--- config.mk ---
export PLATFORM = sky130hd
export DESIGN_NAME = conf_loader
export DESIGN_NICKNAME = d
export VERILOG_FILES = /design/src/rtl/conf_loader.sv
export SDC_FILE = /design/constraint.sdc
export NUM_CORES = 1
export LEC_CHECK = 0
export ABC_AREA = 1
export CORE_UTILIZATION = 25
export DETAILED_ROUTE_END_ITERATION = 6
export GPL_TIMING_DRIVEN = 0
export SYNTH_ARGS = -nofsm -noshare
export SYNTH_HDL_FRONTEND = slang
export SYNTH_SLANG_ARGS = --single-unit
--- constraint.sdc ---
create_clock -name CLK -period 5.31 [get_ports CLK]
set_clock_uncertainty 0.2 [all_clocks]
set_input_delay 0.7965 -clock CLK [delete_from_list [all_inputs] [get_ports CLK]]
set_output_delay 0.7965 -clock CLK [all_outputs]
set_load 0.005 [all_outputs]
--- src/rtl/conf_loader.sv ---
// Serial configuration loader: shifts a captured word LSB-first into a chip config chain, then strobes load.
// Optional readback of the previous chain contents is compiled in with `define CONF_READBACK_EN.
module conf_loader #(
    parameter int CONF_WIDTH = 64,
    parameter int CLK_DIV    = 4
) (
    input  logic                  CLK,
    input  logic                  RST,
    input  logic                  START,
    input  logic [CONF_WIDTH-1:0] CONF_DATA,
    output logic                  BUSY,
    output logic                  DONE,
    output logic                  DEF_CONF,
    output logic                  CLK_CONF,
    output logic                  LD_CONF,
    output logic                  SI_CONF,
    input  logic                  SO_CONF,
    output logic [CONF_WIDTH-1:0] READBACK,
    output logic                  MISMATCH
);

    localparam int PER = 2 * CLK_DIV;
    localparam int PW  = $clog2(PER);
    localparam int BW  = $clog2(CONF_WIDTH + 1);

    localparam logic [PW-1:0] PER_LAST = PW'(PER - 1);
    localparam logic [PW-1:0] HALF     = PW'(CLK_DIV);
    localparam logic [PW-1:0] RISE_PRE = PW'(CLK_DIV - 1);
    localparam logic [BW-1:0] BIT_LAST = BW'(CONF_WIDTH - 1);

    typedef enum logic [2:0] {
        IDLE  = 3'd0,
        SHIFT = 3'd1,
        GAP   = 3'd2,
        LOAD  = 3'd3,
        FIN   = 3'd4
    } state_t;

    state_t                  state_reg, state_next;
    logic [PW-1:0]           pcnt_reg, pcnt_next;
    logic [BW-1:0]           bcnt_reg, bcnt_next;
    logic [CONF_WIDTH-1:0]   shadow_reg, shadow_next;
    logic                    period_end;

    logic busy_reg, done_reg, def_reg, clk_conf_reg, ld_reg, si_reg;

    // The shadow word rotates once per bit period so bit 0 always holds the
    // bit being shifted; after CONF_WIDTH rotations it is the original word.
    always_comb begin
        state_next  = state_reg;
        pcnt_next   = pcnt_reg;
        bcnt_next   = bcnt_reg;
        shadow_next = shadow_reg;
        period_end  = (pcnt_reg == PER_LAST);
        case (state_reg)
            IDLE: begin
                if (START) begin
                    state_next  = SHIFT;
                    pcnt_next   = '0;
                    bcnt_next   = '0;
                    shadow_next = CONF_DATA;
                end
            end
            SHIFT: begin
                pcnt_next = period_end ? '0 : pcnt_reg + 1'b1;
                if (period_end) begin
                    shadow_next = {shadow_reg[0], shadow_reg[CONF_WIDTH-1:1]};
                    if (bcnt_reg == BIT_LAST) begin
                        state_next = GAP;
                    end else begin
                        bcnt_next = bcnt_reg + 1'b1;
                    end
                end
            end
            GAP: begin
                pcnt_next = period_end ? '0 : pcnt_reg + 1'b1;
                if (period_end) begin
                    state_next = LOAD;
                end
            end
            LOAD: begin
                pcnt_next = period_end ? '0 : pcnt_reg + 1'b1;
                if (period_end) begin
                    state_next = FIN;
                end
            end
            FIN: begin
                state_next = IDLE;
                pcnt_next  = '0;
            end
            default: begin
                state_next = IDLE;
                pcnt_next  = '0;
            end
        endcase
    end

    // Pad outputs are decoded from the next state so they are registered yet
    // aligned with the state they belong to.
    always_ff @(posedge CLK or posedge RST) begin
        if (RST) begin
            state_reg    <= IDLE;
            pcnt_reg     <= '0;
            bcnt_reg     <= '0;
            shadow_reg   <= '0;
            busy_reg     <= 1'b0;
            done_reg     <= 1'b0;
            def_reg      <= 1'b1;
            clk_conf_reg <= 1'b0;
            ld_reg       <= 1'b0;
            si_reg       <= 1'b0;
        end else begin
            state_reg    <= state_next;
            pcnt_reg     <= pcnt_next;
            bcnt_reg     <= bcnt_next;
            shadow_reg   <= shadow_next;
            busy_reg     <= (state_next != IDLE);
            done_reg     <= (state_next == FIN);
            clk_conf_reg <= ((state_next == SHIFT) || (state_next == GAP)) && (pcnt_next >= HALF);
            ld_reg       <= (state_next == LOAD);
            si_reg       <= (state_next == SHIFT) && shadow_next[0];
            if (state_next == FIN) begin
                def_reg <= 1'b0;
            end
        end
    end

    assign BUSY     = busy_reg;
    assign DONE     = done_reg;
    assign DEF_CONF = def_reg;
    assign CLK_CONF = clk_conf_reg;
    assign LD_CONF  = ld_reg;
    assign SI_CONF  = si_reg;

`ifdef CONF_READBACK_EN
    logic [CONF_WIDTH-1:0] rb_shift_reg;
    logic [CONF_WIDTH-1:0] readback_reg;
    logic [CONF_WIDTH-1:0] prev_word_reg;
    logic                  has_prev_reg;
    logic                  mismatch_reg;

    // SO_CONF is sampled on the edge that raises CLK_CONF, i.e. before the
    // chain itself advances on that rising edge.
    always_ff @(posedge CLK or posedge RST) begin
        if (RST) begin
            rb_shift_reg  <= '0;
            readback_reg  <= '0;
            prev_word_reg <= '0;
            has_prev_reg  <= 1'b0;
            mismatch_reg  <= 1'b0;
        end else begin
            if ((state_reg == SHIFT) && (pcnt_reg == RISE_PRE)) begin
                rb_shift_reg <= {SO_CONF, rb_shift_reg[CONF_WIDTH-1:1]};
            end
            if (state_next == FIN) begin
                readback_reg  <= rb_shift_reg;
                mismatch_reg  <= has_prev_reg && (rb_shift_reg != prev_word_reg);
                prev_word_reg <= shadow_reg;
                has_prev_reg  <= 1'b1;
            end
        end
    end

    assign READBACK = readback_reg;
    assign MISMATCH = mismatch_reg;
`else
    logic so_unused;
    assign so_unused = SO_CONF;
    assign READBACK  = '0;
    assign MISMATCH  = 1'b0;
`endif

endmodule

==> impl_metrics.env <==
export IMPL_grt_overflow=0
export IMPL_num_nets_final=748
export IMPL_path_buf_inv=1
export IMPL_cap_violations=0
export IMPL_initial_core_util_pct=25.90
export IMPL_cts_buffers=9
export IMPL_rows=47
export IMPL_stdcell_count=902
export IMPL_power_density_nw_per_um2=252.1
export IMPL_layout_commonest_cell="nand2_1"
export IMPL_path_max_fanout=2
export IMPL_cts_root_buf="clkbuf_16"
export IMPL_hold_violations=0
export IMPL_antenna_found_initial=0
export IMPL_top_layer="met4"
export IMPL_area_growth_pct=37.45
export IMPL_viasPerCell=3.860
export IMPL_ys_warn_count=0
export IMPL_hold_class="reg2reg"
export IMPL_arrival_ns=1.36
export IMPL_multiInputGateArea_um2=1757
export IMPL_core_um2=16820
export IMPL_antennaDiodeCount=0
export IMPL_required_ns=4.31
export IMPL_drt_pre_antenna_iters=5
export IMPL_ant_nets=0
export IMPL_clock_sinks=83
export IMPL_synth_seq_cells=83
export IMPL_synth_area_leader_cell="dfrtp_1"
export IMPL_setup_viol=0
export IMPL_period_needed_ns=2.358
export IMPL_critPathLaunchType="register"
export IMPL_synth_top_area_share_pct=47.10
export IMPL_ctsHtreeMaxLevel=3
export IMPL_most_common_layout_cells="219 x nand2_1, 82 x dfrtp_1, 76 x nand3_1, 72 x clkdlybuf4s50_1"
export IMPL_nFillCells=1766
export IMPL_synthTopCellsByArea="dfrtp_1 47%, nand2_1 19%, buf_4 11%"
export IMPL_synth_seq_area_share_pct=47.70
export IMPL_drive_gt1_share_pct=18.18
export IMPL_drtIter0Drc=135
export IMPL_rsz0062_at_grt="false"
export IMPL_grt_max_degree=57
export IMPL_post_cts_buffers=0
export IMPL_largest_register_ffs=64
export IMPL_clk_pin_slew_ns=0.06
export IMPL_drv_slew=0
export IMPL_cts_tree="yes"
export IMPL_status="finished clean"
export IMPL_clock_latency_ns=0.34
export IMPL_critPathTopFamily="flip-flops"
export IMPL_route_met3_wl_um=590
export IMPL_dp_cells=886
export IMPL_grt_pass1_vias=3193
export IMPL_slowest_stage="dfstp_2"
export IMPL_peakVddDrop_mv=0.1350
export IMPL_die_y_um=134.0
export IMPL_seqCellArea_um2=2078
export IMPL_synth_cells=529
export IMPL_place_port_buffers=72
export IMPL_place_ws_ns=2.838
export IMPL_worst_setup_path_type="reg2out"
export IMPL_final_core_util_pct=35.60
export IMPL_grt_total_usage_pct=11.09
export IMPL_gp_congestion=0.7388
export IMPL_grt_pass1_wl_mm=15.56
export IMPL_ios=139
export IMPL_routed_wl_mm=9.412
export IMPL_worstPathCellList="clkdlybuf4s50_1"
export IMPL_fp_dieW_um=134.0
export IMPL_p_total_mw=1.510
export IMPL_hold_buffers=0
export IMPL_p_leak_nw=2.819
export IMPL_route_vias_total=3482
export IMPL_syn_area_um2=4357
export IMPL_wl_per_cell_um=10.43
export IMPL_ctsResizeCount=0
export IMPL_cp_end_kind="primary output"
export IMPL_clockBufferDepth=2
export IMPL_hpwl_mm=6.752
export IMPL_synth_cell_types=29
export IMPL_finalWorstSetupSlack_ns=2.952
export IMPL_timing_fmax_mhz=424.0
export IMPL_drc=0
export IMPL_met2_length_mm=4.321
export IMPL_finalSetupTns_ns=0
export IMPL_critical_path_max_stage_delay_ns=0.53
export IMPL_met1_length_mm=4.435
export IMPL_period_share_pct=44.41
export IMPL_die_area_um2=17960
export IMPL_syn_area_per_cell_um2=8.236
-- logic make-up after synthesis --
logic type	after synthesis	synth area share (%)
buffers and inverters	108	17.49
other	1	0.08607
AO/OA/AOI/OAI	16	2.355
AND/OR/NAND/NOR	318	31.51
adder cells (fa/ha/maj)	3	0.8617
flip-flops	83	47.70
-- power breakdown --
part           switching, mW  internal [mW]
clock network          0.256          0.509
logic                 0.0379         0.0744
registers                  0          0.632
total                  0.294           1.22
-- worst paths after layout --
check / start / endpoint / slack [ns] / cells after the start
hold / removal: DEF_CONF / DEF_CONF / 0.25 / 2
hold reg to reg: DEF_CONF / DEF_CONF / 0.25 / 2
min in group asynchronous: RST / shadow_reg[19] / 0.60 / 2
setup / recovery: DEF_CONF / DEF_CONF / 2.95 / 1
setup reg to reg: pcnt_reg[0] / shadow_reg[9] / 3.38 / 10
max in group asynchronous: RST / DEF_CONF / 3.64 / 3
-- layout make-up --
type	instances	share of cell area [%]
clock buffer	10	3.824
buffer	85	11.24
tap	220	4.597
timing repair buffer	73	12.49
clock inverter	6	2.277
inverter	23	1.525
sequential	83	34.71
multi-input combinational	402	29.34
-- Yosys cell counts --
master	count
o21ai_0	7
nand3_4	1
nor2_2	1
nand2_2	3
nand2_1	219
ha_1	3
o31ai_1	1
buf_2	7
or2_2	2
buf_8	1
or2_1	1
nand3_1	76
inv_2	4
o21ai_1	2
nor2_4	1
dfrtp_1	82
buf_4	65
nand2_4	2
nand4_1	3
nor2_1	7
inv_4	1
inv_1	18
buf_6	12
conb_1	1
nand3_2	1
nor2_8	1
o21ai_2	4
o211ai_1	2
dfstp_2	1
-- metrics by stage --
step	instance area, µm²	hold slack, ns
CTS	5988	0.2522
finish	5988	0.2512
global route	5988	0.2753
floorplan	4597	0.2330
global placement	5593	0.2414
detailed placement	5623	0.2432
-- worst reg2reg max path, cell delays in order, from the launching register on --
cell     delay (ns)
dfrtp_1        0.40
ha_1           0.21
ha_1           0.25
nand2_1        0.12
inv_2          0.05
nand2_2        0.10
nand2_4        0.08
inv_4          0.16
buf_6          0.17
nand2_1        0.06
nand3_1        0.07
-- metal layers --
metal  track usage (%)  vias up
met5                 0        -
met4             3.558        0
met3             3.968        4
met2             17.65       94
met1             13.97     1551
li1                  -     1833
Note: power is estimated with default switching activity, not from simulation.
